$ cat src/rtl/spectrum_frame_sequencer_pkg.sv
// Shared types for the spectrum frame sequencer:
// phase encoding and buffer port-select codes.
package spectrum_frame_sequencer_pkg;

    typedef enum logic [2:0] {
        ST_IDLE,
        ST_FILL,
        ST_SEARCH,
        ST_WAIT_OUT,
        ST_ADAPT
    } state_e;

    localparam logic [1:0] SEL_FFT   = 2'd0;
    localparam logic [1:0] SEL_MAX   = 2'd1;
    localparam logic [1:0] SEL_ADAPT = 2'd2;

    localparam logic OUT_SEL_ADAPT = 1'b0;
    localparam logic OUT_SEL_VGA   = 1'b1;

    // Phases that wait on an external block and so need a watchdog.
    function automatic logic is_watched(state_e s);
        return (s == ST_SEARCH) || (s == ST_WAIT_OUT) || (s == ST_ADAPT);
    endfunction

endpackage

$ cat src/rtl/spectrum_frame_sequencer_if.sv
// Control bus between the sequencer and the FFT,
// max finder, adapter and VGA controller.
interface spectrum_frame_sequencer_if #(
    parameter int CNT_W = 16
);
    logic             fft_wr_i;
    logic             in_wr_en_o;
    logic             in_ready_o;
    logic [1:0]       in_sel_o;
    logic             search_start_o;
    logic             max_found_i;
    logic             adapt_start_o;
    logic             adapt_done_i;
    logic             out_sel_o;
    logic             vga_reading_i;
    logic             display_start_o;
    logic             busy_o;
    logic             err_o;
    logic [CNT_W-1:0] frame_cnt_o;
    logic [CNT_W-1:0] drop_cnt_o;
    logic [CNT_W-1:0] err_cnt_o;

    modport master (
        input  fft_wr_i, max_found_i, adapt_done_i, vga_reading_i,
        output in_wr_en_o, in_ready_o, in_sel_o, search_start_o,
        output adapt_start_o, out_sel_o, display_start_o, busy_o,
        output err_o, frame_cnt_o, drop_cnt_o, err_cnt_o
    );

    modport slave (
        output fft_wr_i, max_found_i, adapt_done_i, vga_reading_i,
        input  in_wr_en_o, in_ready_o, in_sel_o, search_start_o,
        input  adapt_start_o, out_sel_o, display_start_o, busy_o,
        input  err_o, frame_cnt_o, drop_cnt_o, err_cnt_o
    );
endinterface

$ cat src/rtl/spectrum_frame_sequencer_sat_counter.sv
// Saturating event counter with synchronous clear;
// holds at all-ones instead of wrapping.
module spectrum_frame_sequencer_sat_counter #(
    parameter int W = 16
) (
    input  logic         clk,
    input  logic         clr,
    input  logic         inc,
    output logic [W-1:0] cnt_o
);
    logic [W-1:0] cnt_q;
    logic [W-1:0] cnt_d;

    // Next count: step only while below the ceiling.
    always_comb begin
        cnt_d = cnt_q;
        if (inc && (cnt_q != '1)) begin
            cnt_d = cnt_q + 1'b1;
        end
    end

    // Count register, clear has priority.
    always_ff @(posedge clk) begin
        if (clr) begin
            cnt_q <= '0;
        end else begin
            cnt_q <= cnt_d;
        end
    end

    assign cnt_o = cnt_q;
endmodule

$ cat src/rtl/spectrum_frame_sequencer.sv
// Frame sequencer: FFT fill, max search, width adaptation,
// display hand-off, with busy-drop and phase watchdog.
module spectrum_frame_sequencer
    import spectrum_frame_sequencer_pkg::*;
#(
    parameter int BEATS       = 512,
    parameter int TIMEOUT_CYC = 4096,
    parameter int CNT_W       = 16
) (
    input  logic                          clk,
    input  logic                          rst,
    spectrum_frame_sequencer_if.master    bus
);
    localparam int BW = $clog2(BEATS + 1);
    localparam int WW = $clog2(TIMEOUT_CYC + 1);
    localparam logic [BW-1:0] LAST_BEAT = BW'(BEATS - 1);
    localparam logic [WW-1:0] WD_LAST   = WW'(TIMEOUT_CYC - 1);

    state_e        state_q, state_d;
    logic [BW-1:0] beat_q, beat_d;
    logic [WW-1:0] wd_q, wd_d;
    logic          search_start_q, search_start_d;
    logic          adapt_start_q, adapt_start_d;
    logic          display_start_q, display_start_d;
    logic          err_q, err_d;

    logic in_ready;
    logic wd_hit;
    logic timeout;
    logic frame_done;
    logic drop;

    // Phase sequencing, watchdog and start-pulse generation.
    always_comb begin
        state_d    = state_q;
        beat_d     = beat_q;
        timeout    = 1'b0;
        frame_done = 1'b0;
        in_ready   = (state_q == ST_IDLE) || (state_q == ST_FILL);
        wd_hit     = (wd_q == WD_LAST);
        unique case (state_q)
            ST_IDLE, ST_FILL: begin
                if (bus.fft_wr_i) begin
                    if (beat_q == LAST_BEAT) begin
                        state_d = ST_SEARCH;
                        beat_d  = '0;
                    end else begin
                        state_d = ST_FILL;
                        beat_d  = beat_q + 1'b1;
                    end
                end
            end
            ST_SEARCH: begin
                if (bus.max_found_i && !search_start_q) begin
                    state_d = ST_WAIT_OUT;
                end else if (wd_hit) begin
                    state_d = ST_IDLE;
                    timeout = 1'b1;
                end
            end
            ST_WAIT_OUT: begin
                if (!bus.vga_reading_i) begin
                    state_d = ST_ADAPT;
                end else if (wd_hit) begin
                    state_d = ST_IDLE;
                    timeout = 1'b1;
                end
            end
            ST_ADAPT: begin
                if (bus.adapt_done_i && !adapt_start_q) begin
                    state_d    = ST_IDLE;
                    frame_done = 1'b1;
                end else if (wd_hit) begin
                    state_d = ST_IDLE;
                    timeout = 1'b1;
                end
            end
            default: begin
                state_d = ST_IDLE;
                beat_d  = '0;
            end
        endcase

        if ((state_d != state_q) || !is_watched(state_q)) begin
            wd_d = '0;
        end else begin
            wd_d = wd_q + 1'b1;
        end

        search_start_d  = (state_d == ST_SEARCH) && (state_q != ST_SEARCH);
        adapt_start_d   = (state_d == ST_ADAPT) && (state_q != ST_ADAPT);
        display_start_d = frame_done;
        err_d           = err_q | timeout;
        drop            = bus.fft_wr_i & ~in_ready;
    end

    // Sequencer registers; reset abandons any frame in flight.
    always_ff @(posedge clk) begin
        if (rst) begin
            state_q         <= ST_IDLE;
            beat_q          <= '0;
            wd_q            <= '0;
            search_start_q  <= 1'b0;
            adapt_start_q   <= 1'b0;
            display_start_q <= 1'b0;
            err_q           <= 1'b0;
        end else begin
            state_q         <= state_d;
            beat_q          <= beat_d;
            wd_q            <= wd_d;
            search_start_q  <= search_start_d;
            adapt_start_q   <= adapt_start_d;
            display_start_q <= display_start_d;
            err_q           <= err_d;
        end
    end

    // Buffer port ownership follows the current phase.
    always_comb begin
        bus.in_sel_o = SEL_FFT;
        unique case (state_q)
            ST_SEARCH:   bus.in_sel_o = SEL_MAX;
            ST_WAIT_OUT: bus.in_sel_o = SEL_ADAPT;
            ST_ADAPT:    bus.in_sel_o = SEL_ADAPT;
            default:     bus.in_sel_o = SEL_FFT;
        endcase
        bus.out_sel_o = (state_q == ST_ADAPT) ? OUT_SEL_ADAPT
                                              : OUT_SEL_VGA;
    end

    assign bus.in_ready_o      = in_ready;
    assign bus.in_wr_en_o      = bus.fft_wr_i & in_ready;
    assign bus.search_start_o  = search_start_q;
    assign bus.adapt_start_o   = adapt_start_q;
    assign bus.display_start_o = display_start_q;
    assign bus.busy_o          = (state_q != ST_IDLE);
    assign bus.err_o           = err_q;

    spectrum_frame_sequencer_sat_counter #(.W(CNT_W)) u_frame_cnt (
        .clk   (clk),
        .clr   (rst),
        .inc   (frame_done),
        .cnt_o (bus.frame_cnt_o)
    );

    spectrum_frame_sequencer_sat_counter #(.W(CNT_W)) u_drop_cnt (
        .clk   (clk),
        .clr   (rst),
        .inc   (drop),
        .cnt_o (bus.drop_cnt_o)
    );

    spectrum_frame_sequencer_sat_counter #(.W(CNT_W)) u_err_cnt (
        .clk   (clk),
        .clr   (rst),
        .inc   (timeout),
        .cnt_o (bus.err_cnt_o)
    );
endmodule
$ cat src/flat_wrapper.sv
// flat-port wrapper written by rule: the top's interface ports become plain ports
module spectrum_frame_sequencer_flat import spectrum_frame_sequencer_pkg::*;
#(
    parameter int BEATS       = 512,
    parameter int TIMEOUT_CYC = 4096,
    parameter int CNT_W       = 16
)
  (clk, rst, bus_fft_wr_i, bus_max_found_i, bus_adapt_done_i, bus_vga_reading_i, bus_in_wr_en_o, bus_in_ready_o, bus_in_sel_o, bus_search_start_o, bus_adapt_start_o, bus_out_sel_o, bus_display_start_o, bus_busy_o, bus_err_o, bus_frame_cnt_o, bus_drop_cnt_o, bus_err_cnt_o);
  spectrum_frame_sequencer_if #(.CNT_W(CNT_W)) bus_i ();
  input  logic clk;
  input  logic rst;
  input wire logic [$bits(bus_i.fft_wr_i)-1:0] bus_fft_wr_i;
  input wire logic [$bits(bus_i.max_found_i)-1:0] bus_max_found_i;
  input wire logic [$bits(bus_i.adapt_done_i)-1:0] bus_adapt_done_i;
  input wire logic [$bits(bus_i.vga_reading_i)-1:0] bus_vga_reading_i;
  output wire logic [$bits(bus_i.in_wr_en_o)-1:0] bus_in_wr_en_o;
  output wire logic [$bits(bus_i.in_ready_o)-1:0] bus_in_ready_o;
  output wire logic [$bits(bus_i.in_sel_o)-1:0] bus_in_sel_o;
  output wire logic [$bits(bus_i.search_start_o)-1:0] bus_search_start_o;
  output wire logic [$bits(bus_i.adapt_start_o)-1:0] bus_adapt_start_o;
  output wire logic [$bits(bus_i.out_sel_o)-1:0] bus_out_sel_o;
  output wire logic [$bits(bus_i.display_start_o)-1:0] bus_display_start_o;
  output wire logic [$bits(bus_i.busy_o)-1:0] bus_busy_o;
  output wire logic [$bits(bus_i.err_o)-1:0] bus_err_o;
  output wire logic [$bits(bus_i.frame_cnt_o)-1:0] bus_frame_cnt_o;
  output wire logic [$bits(bus_i.drop_cnt_o)-1:0] bus_drop_cnt_o;
  output wire logic [$bits(bus_i.err_cnt_o)-1:0] bus_err_cnt_o;
  assign bus_i.fft_wr_i = bus_fft_wr_i;
  assign bus_i.max_found_i = bus_max_found_i;
  assign bus_i.adapt_done_i = bus_adapt_done_i;
  assign bus_i.vga_reading_i = bus_vga_reading_i;
  assign bus_in_wr_en_o = bus_i.in_wr_en_o;
  assign bus_in_ready_o = bus_i.in_ready_o;
  assign bus_in_sel_o = bus_i.in_sel_o;
  assign bus_search_start_o = bus_i.search_start_o;
  assign bus_adapt_start_o = bus_i.adapt_start_o;
  assign bus_out_sel_o = bus_i.out_sel_o;
  assign bus_display_start_o = bus_i.display_start_o;
  assign bus_busy_o = bus_i.busy_o;
  assign bus_err_o = bus_i.err_o;
  assign bus_frame_cnt_o = bus_i.frame_cnt_o;
  assign bus_drop_cnt_o = bus_i.drop_cnt_o;
  assign bus_err_cnt_o = bus_i.err_cnt_o;
  spectrum_frame_sequencer #(.BEATS(BEATS), .TIMEOUT_CYC(TIMEOUT_CYC), .CNT_W(CNT_W)) u_core (.clk(clk), .rst(rst), .bus(bus_i));
endmodule
$ cat config.mk
export PLATFORM = sky130hd
export DESIGN_NAME = spectrum_frame_sequencer_flat
export DESIGN_NICKNAME = d
export VERILOG_FILES = /design/src/rtl/spectrum_frame_sequencer_pkg.sv /design/src/rtl/spectrum_frame_sequencer_if.sv /design/src/rtl/spectrum_frame_sequencer_sat_counter.sv /design/src/rtl/spectrum_frame_sequencer.sv /design/src/flat_wrapper.sv
export SDC_FILE = /design/constraint.sdc
export NUM_CORES = 1
export LEC_CHECK = 0
export BUFFER_PORTS_ARGS = -buffer_cell sky130_fd_sc_hd__buf_4
export CAP_MARGIN = 0
export CORE_ASPECT_RATIO = 1.1
export CORE_MARGIN = 2
export CORE_UTILIZATION = 30
export CTS_BUF_LIST = sky130_fd_sc_hd__clkbuf_4
export CTS_CLUSTER_SIZE = 24
export DETAILED_ROUTE_END_ITERATION = 6
export GPL_ROUTABILITY_DRIVEN = 1
export GPL_TIMING_DRIVEN = 0
export SYNTH_ARGS = -nofsm -noshare
export SYNTH_HDL_FRONTEND = slang
export SYNTH_SLANG_ARGS = --single-unit
$ cat constraint.sdc
create_clock -name clk -period 2.69 [get_ports clk]
set_input_delay 0.1345 -clock clk [delete_from_list [all_inputs] [get_ports clk]]
set_output_delay 0.1345 -clock clk [all_outputs]
set_load 0.005 [all_outputs]
# --- Yosys cells after proc, flatten, opt, wreduce, memory -nomap -nowiden ---
# Cells that the tools add are included.
op_classes:
  n_bitwise: 5
  muxes: 19
  eq_ne: 15
  n_reduce_logical: 21
  addsub: 5
ops:
  columns: ["cell", "count"]
  rows:
  - ["$add 16x1->16 const B", 3]
  - ["$ne 16x16->1 const B", 3]
  - ["$mux 10", 2]
  - ["$pmux 10 s2", 1]
  - ["$mux 3", 5]
  - ["$add 13x1->13 const B", 1]
  - ["$eq 13x12->1 const B", 1]
  - ["$pmux 3 s4", 1]
  - ["$add 10x1->10 const B", 1]
  - ["$eq 10x9->1 const B", 1]
  - ["$eq 3x2->1 const B", 3]
  - ["$logic_and 1x1->1", 7]
  - ["$mux 1", 7]
  - ["$eq 3x3->1 const B", 2]
  - ["$reduce_or 2->1", 3]
  - ["$logic_or 1x1->1", 4]
  - ["$pmux 2 s2", 1]
  - ["$eq 3x1->1 const B", 1]
  - ["$logic_not 1->1", 3]
  - ["$logic_not 3->1", 1]
  - ["$ne 3x2->1 const B", 1]
  - ["$ne 3x3->1", 1]
  - ["$ne 3x3->1 const B", 1]
  - ["$pmux 1 s3", 1]
  - ["8 further kinds", 10]
word_totals:
  elab_cells: 75
  output_inout_bits: 58
  ff_bits: 78
  input_bits: 6

# --- Longest topological paths before layout ---
depth:
  depth_word: 7
  depth_mapped: 10
  depth_no_buf: 7

# --- Cells and area by module ---
# Synthesis repeated with hierarchy kept, for this count alone.
hier_totals:
  hier_cells: 474
  area_unflattened_um2: 4002.6
by_module_without_submodules:
  columns: ["module", "n_inst", "cells_each", "area_each_um2", "seq_area_each_um2"]
  rows:
  - ["spectrum_frame_sequencer_sat_counter", 3, 99, 848.3, 320.3]
  - ["spectrum_frame_sequencer", 1, 177, 1457.6, 600.6]

# --- Worst setup path before layout ---
# No wires, ideal clock.
synth_timing:
  path_kind: "reg-to-reg"
  start: "register u_core.wd_q[0]"
  end: "register u_core.u_err_cnt.cnt_q[13] (netlist: u_core.u_err_cnt.cnt_o[13])"
  setup_ns: 0.070
  path_stages_with_launch: 8
  n_path_buf: 1
  arrival_time_ns: 1.928
  path_slack_ns: 0.691
  synth_period_minus_slack_ns: 1.999
  required_time_ns: 2.620
  path_cell_list: "dfxtp_1 ha_1 nand4_2 nor4_2 o311ai_1 clkbuf_1 or4_1 a21oi_1"
synth_via:
  elab_chain_cells: 5
  elab_cells_between_ends: 7
  classes_between: "eq/ne (1); mux (5); reduce/logical (1)"
synth_rtl:
  columns: ["element", "line", "source"]
  rows:
  - ["start, declared", "spectrum_frame_sequencer.sv:21", "logic [WW-1:0] wd_q, wd_d;"]
  - ["start signal, assigned", "spectrum_frame_sequencer.sv:110", "wd_q <= wd_d;"]
  - ["$eq 13x12->1 (*)", "spectrum_frame_sequencer.sv:40", "wd_hit = (wd_q == WD_LAST);"]
  - ["$mux 1 (*)", "spectrum_frame_sequencer.sv:56, spectrum_frame_sequencer.sv:64, spectrum_frame_sequencer.sv:73", null]
  - ["$mux 1 (on tied branches)", "spectrum_frame_sequencer.sv:70, spectrum_frame_sequencer.sv:54, spectrum_frame_sequencer.sv:62", null]
  - ["$pmux 1 s3 (*)", "spectrum_frame_sequencer.sv:41", "unique case (state_q)"]
  - ["$logic_and 1x1->1 (*)", "spectrum_frame_sequencer_sat_counter.sv:17", "if (inc && (cnt_q != '1)) begin"]
  - ["end signal, assigned", "spectrum_frame_sequencer_sat_counter.sv:27", "cnt_q <= cnt_d;"]
  - ["end, declared", "spectrum_frame_sequencer_sat_counter.sv:11", "logic [W-1:0] cnt_q;"]
# Mark *: on every way between the ends. The rest lies on a longest branch, timed or not.
# A chain may end at the register's enable or synchronous reset.

# --- Final worst setup path ---
# Ends and elaborated chain as after synthesis.

==> results.yml <==
run_status:
  status: "finished, final reports clean"
layout:
  final_common_cell: "dfxtp_1"
  drive_gt1_share_pct: 18.18
  diodes: 0
  final_nets: 523
  mostFrequentLayoutCells: "78 x dfxtp_1, 69 x nor2_1, 64 x buf_4"
  synthToLayoutAreaGrowth_pct: 21.08
critical_path:
  r2r_start: "u_core.wd_q[0]"
  crit_type: "flip-flop to flip-flop"
  cp.arrival_ns: 2.72
  crit_chain: "ha_1, nand4_2, nor4_2, o311ai_1, clkbuf_1, or4_1, a21oi_1"
  required_ns: 3.07
  worstReg2RegEnd: "u_core.u_err_cnt.cnt_o[13]"
  critPathLaunchType: "flip-flop"
  crit_path_end_kind: "flip-flop"
  cp_slowest_stage_delay_ns: 0.51
  r2r_cells: 7
  cp_slowest_cell: "or4_1"
  startpoint: "u_core.wd_q[0]"
  cp_max_fo: 10
  rrSetupSlack_ns: 0.35
pwr:
  peakVddDrop_mv: 0.2102
  power_density_mw_per_mm2: 405.9
  finalPower_w: 0.001829
  swShare_pct: 25.45
  switching_power_w: 0.0004656
  p_seq_share_pct: 63.6
  power.share.clock_pct: 32.9
  p_comb_share_pct: 3.5
  leakagePower_nw: 1.573
  p_int_w: 0.001364
drt:
  viasPerCell: 4.966
  num_vias: 3332
  drt_iter0_drc: 236
  first_pass_iters: 5
  drc_errors: 0
  wl_mm: 8.846
  drtAntennaViolNets: 0
  wl_per_cell_um: 13.18
place:
  port_buffers: 63
  place_congestion: 0.7758
  dp_hpwl_mm: 6.536
synth:
  syn_avg_cell_area_um2: 8.518
  ys_async_sr_fraction_pct: 0
  ys_seq_elements: 78
  yosysUniqueCellTypes: 51
  synth_top_flop_cell: "dfxtp_1"
  seq_area_frac_synth_pct: 41.95
  synth_area_mm2: 0.003722
  postSynthCellCount: 437
  synth_edf_count: 0
  yosys_warnings: 0
  synth_fp_nets: 448
worst_hold_path:
  hold_end: "u_core.state_q[0]"
  hold-path-cell-count: 3
  min_from: "bus_vga_reading_i"
  hold_class: "input port to flip-flop"
floorplanning:
  fp-row-count: 42
  ioPinCount: 64
  core_area_mm2: 0.01209
  dieArea_mm2: 0.01332
  die_h_um: 120.8
  die_w_um: 110.2
  start_util_pct: 30.80
job:
  drv_cap: 0
global_routing:
  grt_start_max_net_pins: 14
  grt_use_total_pct: 14.12
  antenna_found_initial: 0
  grt_pass1_vias: 3246
  grt.overflow.total: 0
  grt_pass1_wl_mm: 15.07
cts:
  numCtsBuffers: 9
  cts_max_level: 3
  cts.sink_count: 78
  clk_latency_ns: 0.44
  post_cts_buffers: 0
  cts_tree: "built"
  root_buffer: "clkbuf_4"
  path_clk_slew_ns: 0.14
  cts_buffer_depth: 2
timing:
  final_max_slew_viol_count: 0
  hold_viol_final: 0
  worst_clock_skew_ns: 0.02137
  rsz0062_at_grt: "false"
  finalCritPeriodShare_pct: 86.97
  finalSetupViolations: 0
  worst_pin_slew_ns: 0.7869
  fin_crit_ns: 2.340
  maxSlewHeadroom_pct: 47.05
  max_freq_mhz: 427.4
  setup_tns_ns: 0
==> Yosys cell counts, drive strengths merged, types with 2 or more instances <==
cell type | number | area (um2)
dfxtp | 78 | 1562
nor2 | 69 | 259.0
a21oi | 24 | 120.1
nand3 | 24 | 120.1
xor2 | 24 | 210.2
nand2 | 21 | 78.83
xnor2 | 19 | 166.4
o21ai | 18 | 90.09
nand4 | 16 | 106.4
inv | 14 | 52.55
or3 | 14 | 87.58
clkbuf | 10 | 37.54
nor3 | 10 | 50.05
or4 | 8 | 63.81
nor2b | 7 | 43.79
nor4 | 7 | 62.56
o31ai | 7 | 52.55
and4 | 6 | 52.55
buf | 6 | 43.79
ha | 5 | 62.56
nand2b | 5 | 31.28
a211oi | 4 | 30.03
and2 | 4 | 25.02
and3 | 4 | 25.02
mux2i | 4 | 40.04
o2111ai | 4 | 35.03
o211ai | 4 | 30.03
nor3b | 3 | 33.78
or2 | 3 | 18.77
nand3b | 2 | 15.01
nand4b | 2 | 17.52
==> power groups by stage <==
stage,Sequential [W],Clock (W),Combinational [W]
CTS,0.00116,0.000629,0.0000653
global placement,0.00119,0,0.0000636
finish,0.00116,0.000601,0.0000647
detailed placement,0.00119,0,0.0000638
global route,0.00117,0.000680,0.0000725
floorplan,0.00119,0,0.0000387
==> kinds of logic (layout without fill, tap and decap cells) <==
logic type | Yosys count | in the layout | synth area share, %
AND/OR/NAND/NOR | 206 | 206 | 29.55
XOR/XNOR | 43 | 43 | 10.12
multiplexers | 5 | 5 | 1.378
AO/OA/AOI/OAI | 70 | 70 | 11.73
flip-flops | 78 | 78 | 41.95
buffers and inverters | 30 | 110 | 3.597
adder cells (fa/ha/maj) | 5 | 5 | 1.681
==> routing by layer <==
metal	GRT usage, %	wire length, um	vias up
met5	0	0	-
met4	4.531	80	0
met3	3.935	447	4
met2	22.70	4108	76
met1	18.17	4210	1545
li1	-	-	1707
==> through the flow <==
step / worst slack, ns / utilization, % / hold slack [ns] / instances / cell area [um2]
4_1_cts: 0.3086 / 37.29 / 0.02283 / 671 / 4507
3_3_place_gp: 0.3222 / 36.30 / 0.3722 / 654 / 4388
3_5_place_dp: 0.3193 / 36.30 / 0.3639 / 654 / 4388
6_report: 0.3504 / 37.29 / 0.04033 / 671 / 4507
5_1_grt: 0.1332 / 37.29 / 0.03768 / 671 / 4507
2_1_floorplan: 0.6913 / - / 0.2111 / 437 / 3722
==> worst max path at each step <==
stage	depth (start not counted)	endpoint
2_1_floorplan	7	u_core.u_err_cnt.cnt_o[13]
4_1_cts	7	u_core.u_err_cnt.cnt_o[14]
6_report	7	u_core.u_err_cnt.cnt_o[13]
3_5_place_dp	7	u_core.u_err_cnt.cnt_o[14]
3_3_place_gp	7	u_core.u_err_cnt.cnt_o[14]
5_1_grt	7	u_core.u_err_cnt.cnt_o[14]
==> cell type report <==
type / count / area (um2)
timing repair buffer: 64 / 483.0
fill: 1289 / 7580
clock inverter: 7 / 41.29
sequential: 78 / 1562
clock buffer: 9 / 67.56
multi-input combinational: 329 / 2027
inverter: 14 / 52.55
tap: 154 / 192.7
buffer: 16 / 81.33
==> flip-flops by register name (all words and copies together) (netlist names) <==
name / cells
u_core.bus.err_o: 1
u_core.u_drop_cnt.cnt_o: 16
u_core.u_frame_cnt.cnt_o: 16
u_core.beat_q: 10
u_core.u_err_cnt.cnt_o: 16
u_core.wd_q: 13
u_core.bus.display_start_o: 1
u_core.bus.search_start_o: 1
u_core.bus.adapt_start_o: 1
u_core.state_q: 3
==> timing repair <==
| item | 4_1_cts | 5_1_grt |
|---|---|---|
| resized for setup | 0 | 0 |
| endpoints found under the hold margin | 1 | 0 |
| hold buffers | 1 | 0 |
==> worst max-delay path: cells and delay by family (launching register included) <==
kind            cells  cell delay, ns
fa+ha+maj           1            0.24
simple gates        3            1.12
flops               1            0.39
buf+inv             1            0.24
compound gates      2            0.32
No activity file was read; power rests on OpenSTA's default activity.
